<file path="src/rtl/rs_issue_buffer.sv">
// Reservation-station entry bank: holds dispatched ops, wakes sources from the CDB,
// presents ready requests plus PCs to the age selector and registers the granted entry.
module rs_issue_buffer #(
  parameter int RS_SIZE = 16,
  parameter int TAG_W   = 6,
  parameter int XLEN    = 32
) (
  input  logic                              clock,
  input  logic                              reset,
  input  logic                              alloc_valid,
  input  logic [XLEN-1:0]                   alloc_pc,
  input  logic [TAG_W-1:0]                  alloc_dest_tag,
  input  logic [TAG_W-1:0]                  alloc_src1_tag,
  input  logic                              alloc_src1_rdy,
  input  logic [TAG_W-1:0]                  alloc_src2_tag,
  input  logic                              alloc_src2_rdy,
  output logic                              alloc_ready,
  input  logic                              cdb_valid,
  input  logic [TAG_W-1:0]                  cdb_tag,
  output logic [RS_SIZE-1:0]                sel_req,
  output logic [RS_SIZE-1:0][XLEN-1:0]      sel_pc,
  input  logic [RS_SIZE-1:0]                sel_gnt,
  input  logic                              squash,
  output logic                              issue_valid,
  output logic [XLEN-1:0]                   issue_pc,
  output logic [TAG_W-1:0]                  issue_dest_tag,
  output logic [$clog2(RS_SIZE+1)-1:0]      free_count
);

  localparam int IDX_W = $clog2(RS_SIZE);
  localparam int CNT_W = $clog2(RS_SIZE+1);

  logic [RS_SIZE-1:0]             valid_vec;
  logic [RS_SIZE-1:0][TAG_W-1:0]  dest_vec;
  logic [RS_SIZE-1:0]             masked_gnt;
  logic                           gnt_one;
  logic [IDX_W-1:0]               alloc_idx;
  logic                           alloc_fire;
  logic                           src1_bypass;
  logic                           src2_bypass;
  logic [XLEN-1:0]                gnt_pc;
  logic [TAG_W-1:0]               gnt_dest;
  logic [CNT_W-1:0]               free_cnt;

  // Only a single surviving grant bit retires an entry; multi-hot retires nothing.
  assign masked_gnt = sel_gnt & sel_req;
  assign gnt_one    = (masked_gnt != '0) && ((masked_gnt & (masked_gnt - 1'b1)) == '0);

  assign alloc_ready = |(~valid_vec);
  assign alloc_fire  = alloc_valid & alloc_ready;
  assign free_count  = free_cnt;

  // A source broadcast in the dispatch cycle is captured as already ready.
  assign src1_bypass = cdb_valid && (cdb_tag == alloc_src1_tag);
  assign src2_bypass = cdb_valid && (cdb_tag == alloc_src2_tag);

  always_comb begin
    alloc_idx = '0;
    for (int i = RS_SIZE - 1; i >= 0; i--) begin
      if (!valid_vec[i]) alloc_idx = IDX_W'(i);
    end
  end

  always_comb begin
    free_cnt = '0;
    for (int i = 0; i < RS_SIZE; i++) begin
      free_cnt = free_cnt + CNT_W'(~valid_vec[i]);
    end
  end

  // OR-mux is exact because the result is only consumed when the grant is one-hot.
  always_comb begin
    gnt_pc   = '0;
    gnt_dest = '0;
    for (int i = 0; i < RS_SIZE; i++) begin
      if (masked_gnt[i]) begin
        gnt_pc   = gnt_pc | sel_pc[i];
        gnt_dest = gnt_dest | dest_vec[i];
      end
    end
  end

  for (genvar gi = 0; gi < RS_SIZE; gi++) begin : g_entry
    logic             valid_reg;
    logic             src1_rdy_reg;
    logic             src2_rdy_reg;
    logic [XLEN-1:0]  pc_reg;
    logic [TAG_W-1:0] dest_reg;
    logic [TAG_W-1:0] src1_tag_reg;
    logic [TAG_W-1:0] src2_tag_reg;
    logic             alloc_hit;
    logic             issue_hit;

    assign alloc_hit = alloc_fire && (alloc_idx == IDX_W'(gi));
    assign issue_hit = gnt_one && masked_gnt[gi];

    always_ff @(posedge clock or posedge reset) begin
      if (reset) begin
        valid_reg    <= 1'b0;
        src1_rdy_reg <= 1'b0;
        src2_rdy_reg <= 1'b0;
        pc_reg       <= '0;
        dest_reg     <= '0;
        src1_tag_reg <= '0;
        src2_tag_reg <= '0;
      end else if (squash) begin
        valid_reg <= 1'b0;
      end else if (alloc_hit) begin
        valid_reg    <= 1'b1;
        pc_reg       <= alloc_pc;
        dest_reg     <= alloc_dest_tag;
        src1_tag_reg <= alloc_src1_tag;
        src2_tag_reg <= alloc_src2_tag;
        src1_rdy_reg <= alloc_src1_rdy | src1_bypass;
        src2_rdy_reg <= alloc_src2_rdy | src2_bypass;
      end else begin
        if (issue_hit) valid_reg <= 1'b0;
        if (cdb_valid && valid_reg && (cdb_tag == src1_tag_reg)) src1_rdy_reg <= 1'b1;
        if (cdb_valid && valid_reg && (cdb_tag == src2_tag_reg)) src2_rdy_reg <= 1'b1;
      end
    end

    assign valid_vec[gi] = valid_reg;
    assign sel_req[gi]   = valid_reg & src1_rdy_reg & src2_rdy_reg;
    assign sel_pc[gi]    = pc_reg;
    assign dest_vec[gi]  = dest_reg;
  end

  always_ff @(posedge clock or posedge reset) begin
    if (reset) begin
      issue_valid    <= 1'b0;
      issue_pc       <= '0;
      issue_dest_tag <= '0;
    end else if (squash) begin
      issue_valid <= 1'b0;
    end else if (gnt_one) begin
      issue_valid    <= 1'b1;
      issue_pc       <= gnt_pc;
      issue_dest_tag <= gnt_dest;
    end else begin
      issue_valid <= 1'b0;
    end
  end

  // The selector must never grant more than one entry per cycle.
  always @(posedge clock) begin
    if (!reset && !squash) begin
      assert ($onehot0(sel_gnt))
        else $warning("rs_issue_buffer: illegal multi-hot sel_gnt %b", sel_gnt);
    end
  end

endmodule

</file>
<file path="config.mk">
export PLATFORM = sky130hd
export DESIGN_NAME = rs_issue_buffer
export DESIGN_NICKNAME = d
export VERILOG_FILES = /design/src/rtl/rs_issue_buffer.sv
export SDC_FILE = /design/constraint.sdc
export NUM_CORES = 2
export LEC_CHECK = 0
export ABC_CLOCK_PERIOD_IN_PS = 88300
export BUFFER_PORTS_ARGS = -buffer_cell sky130_fd_sc_hd__buf_2
export CAP_MARGIN = 40
export CORE_MARGIN = 2
export CORE_UTILIZATION = 53
export DETAILED_ROUTE_END_ITERATION = 8
export GPL_TIMING_DRIVEN = 0
export PLACE_DENSITY_LB_ADDON = 0.05
export SLEW_MARGIN = 30
export SYNTH_ARGS = -nofsm -noshare
export SYNTH_HDL_FRONTEND = slang
export SYNTH_SLANG_ARGS = --single-unit
</file>
<file path="constraint.sdc">
create_clock -name clock -period 88.3 [get_ports clock]
set_input_delay 17.66 -clock clock [delete_from_list [all_inputs] [get_ports clock]]
set_output_delay 17.66 -clock clock [all_outputs]
set_load 0.1 [all_outputs]
</file>
==> metrics <==
Highest Clock Rate 44.1 MHz; layout cells sized above 1 0.476; sequential share of the synthesized area 0.561; post-cts gate resize count 0; area share of the largest cell type after synthesis 0.561; Die ar. 76900 um2; CTS Buffer Depth 3; Power Density 23.4 nW/um2; chip height 277 um; synthesized area per cell 13.5 um2; Peak VDD IR 0.0000213 V; DRC Markers 0; first-pass GRT wire length 246000 um; fillers 5828; max cap viols 0; Net Count, Synth 3036; via count 32401; final setup fails 0; final hold violations 0; Routability Congestion 0.969; Layout Skew 0.0201 ns; Leak 24.7 nW; Clock Latency Late Sink 0.67 ns; Site Rows 100; TritonCTS clock tree done; GRT Residual Overflow 0; Worst Path Arrival 5.03 ns; Multi-input gate area approximately 16000 um2; First DRT Iteration DRCs roughly 4200; vias per inst roughly 6.8; initial antenna violation count 17; cell area after synthesis 39600 um2; number of global-route vias before repair between 30000 and 40000; # IOs 652; CTS buffer count 94; area grow syn2layout 21.3%; CP max FO 9; Finished Core Util 0.647; Post-synth EDFFs 0; All-Layer GR Usage 0.455; PortBufs 644; Clock transition at path regs 0.06 ns; clk sinks 887; DR WL/cell 37.3 um; RSZ-0062 raised after global routing no; slew at the pin with the worst max-slew slack 0.974 ns; max FFs per register 512; clk root buf clkbuf_16; Synth area leader dfrtp_1; top_reg_cell synth dfrtp_1; crit path kind reg2out; Synth async-reset ratio 1.00; #FFs+latches synth a little under 900; Hold Crit Class reg2reg; Setup TNS 0 ns; minimum clock period 22.69 ns; main area contributors after synthesis dfrtp_1 (56%), mux2_2 (23%), a22oi_1 (2.6%); Ys Warns 0; Routed Antenna Nets 0; endpoint class of the critical path output port; H-tree depth 3; Hold Buf Count CTS 0; hold slack 0.499 ns; postcts setup bufs 0; status finished clean; Die Wd 277 um; Slew Limit Fails 0; WP data required ~71 ns; Core Region 74200 um2; storage element area 22200 um2; DP Wirelength 125000 um; largest net degree at the start of global routing 99; Pwr Total 1.13 mW; Slew HR 0.351; Critical Path Source Type flip-flop; fin nets roughly 3800; post-synthesis cell type count 52; final WL 178000 um; Initial Util 0.533; Final Cycle Share 0.257; DR pass1 iterations 8; Mapped Cells a little under 3000
report_power, final:
| group | internal [mW] | switching [mW] |
|---|---|---|
| Clock | 0.252 | 0.171 |
| Combinational | 0.0419 | 0.205 |
| Sequential | 0.433 | 0.0238 |
| Total | 0.726 | 0.400 |
worst max-delay path: stages (launching register included):
cell	delay [ns]
dfrtp_1	0.32
clkbuf_1	0.47
inv_1	0.15
fa_1	0.60
fa_1	0.44
fa_1	0.49
inv_1	0.06
fa_1	0.43
inv_1	0.06
ha_1	0.15
inv_1	0.06
fa_1	0.45
nor2b_1	0.13
o21a_1	0.11
buf_2	0.42
logic make-up (layout without fill, tap and decap cells):
group | after synthesis | after routing | synth area share
simple gates | 315 | 315 | 0.0427
compound gates | 391 | 391 | 0.0769
other cells | 0 | 8 | 0
flops | 887 | 887 | 0.561
fa+ha+maj | 16 | 16 | 0.00696
xor+xnor | 206 | 206 | 0.0456
mux | 833 | 833 | 0.236
buf+inv | 293 | 1138 | 0.0308
area by class of cell:
| cell class | instances | share of cell area |
|---|---|---|
| flip-flops and latches | 887 | 0.462 |
| multi-input cells | 1761 | 0.337 |
| repair buffers | 675 | 0.0794 |
| clock buffers | 137 | 0.0599 |
| well taps | 969 | 0.0253 |
| plain buffers | 264 | 0.0250 |
| clock inverters | 33 | 0.00881 |
| inverters | 29 | 0.00242 |
| diodes | 8 | 0.000417 |
cells in the mapped netlist, drive strengths merged (19+ instances only):
master	number
a21oi	50
a22o	23
mux2	801
and3	19
nand4	53
nor4	36
nand3	52
mux2i	32
a22oi	136
a31oi	33
a222oi	72
dfrtp	887
buf	109
inv	28
xnor2	104
and4	22
nor2	70
a221oi	33
nand2	37
xor2	102
clkbuf	155
worst paths after layout:
path,start,end,slack [ns],cells past startpoint
hold reg to reg,issue_pc[12],issue_pc[12],0.50,1
min in group asynchronous,reset,g_entry[12].src2_tag_reg[0],17.00,2
setup reg to reg,g_entry[6].valid_reg,g_entry[2].pc_reg[13],83.56,11
setup / recovery,g_entry[5].valid_reg,free_count[4],65.61,14
hold / removal,issue_pc[12],issue_pc[12],0.50,1
max in group asynchronous,reset,g_entry[0].pc_reg[16],69.16,6
layout by cell type (no fill, tap or decap), drive strengths merged, types with 23 or more instances in the layout:
cell,netlist,layout
xnor2,104,104
a22o,23,23
mux2,801,801
nand3,52,52
a22oi,136,136
a221oi,33,33
mux2i,32,32
nor4,36,36
clkinv,1,23
buf,109,784
a31oi,33,33
clkbuf,155,292
a222oi,72,72
dfrtp,887,887
nand2,37,37
a21oi,50,50
nand4,53,53
xor2,102,102
inv,28,29
nor2,70,70
through the flow:
| stage | worst slack [ns] | instances | instance area, um2 |
|---|---|---|---|
| final | 65.61 | 4763 | 48000 |
| after detailed placement | 66.31 | 4582 | 44700 |
| after CTS | 65.62 | 4752 | 48000 |
| after global routing | 65.49 | 4760 | 48000 |
| after floorplan | 45.71 | 2941 | 39600 |
| after global placement | 37.37 | 4554 | 44000 |
per-layer routing:
| metal | GRT usage | up-vias | share of wire |
|---|---|---|---|
| met4 | 0.290 | 8 | 0.074 |
| met1 | 0.577 | 16844 | 0.37 |
| met2 | 0.671 | 2472 | 0.43 |
| met5 | 0.00688 | - | 0.00067 |
| li1 | - | 12401 | - |
| met3 | 0.153 | 676 | 0.13 |
(Power assumes the default switching activity.)
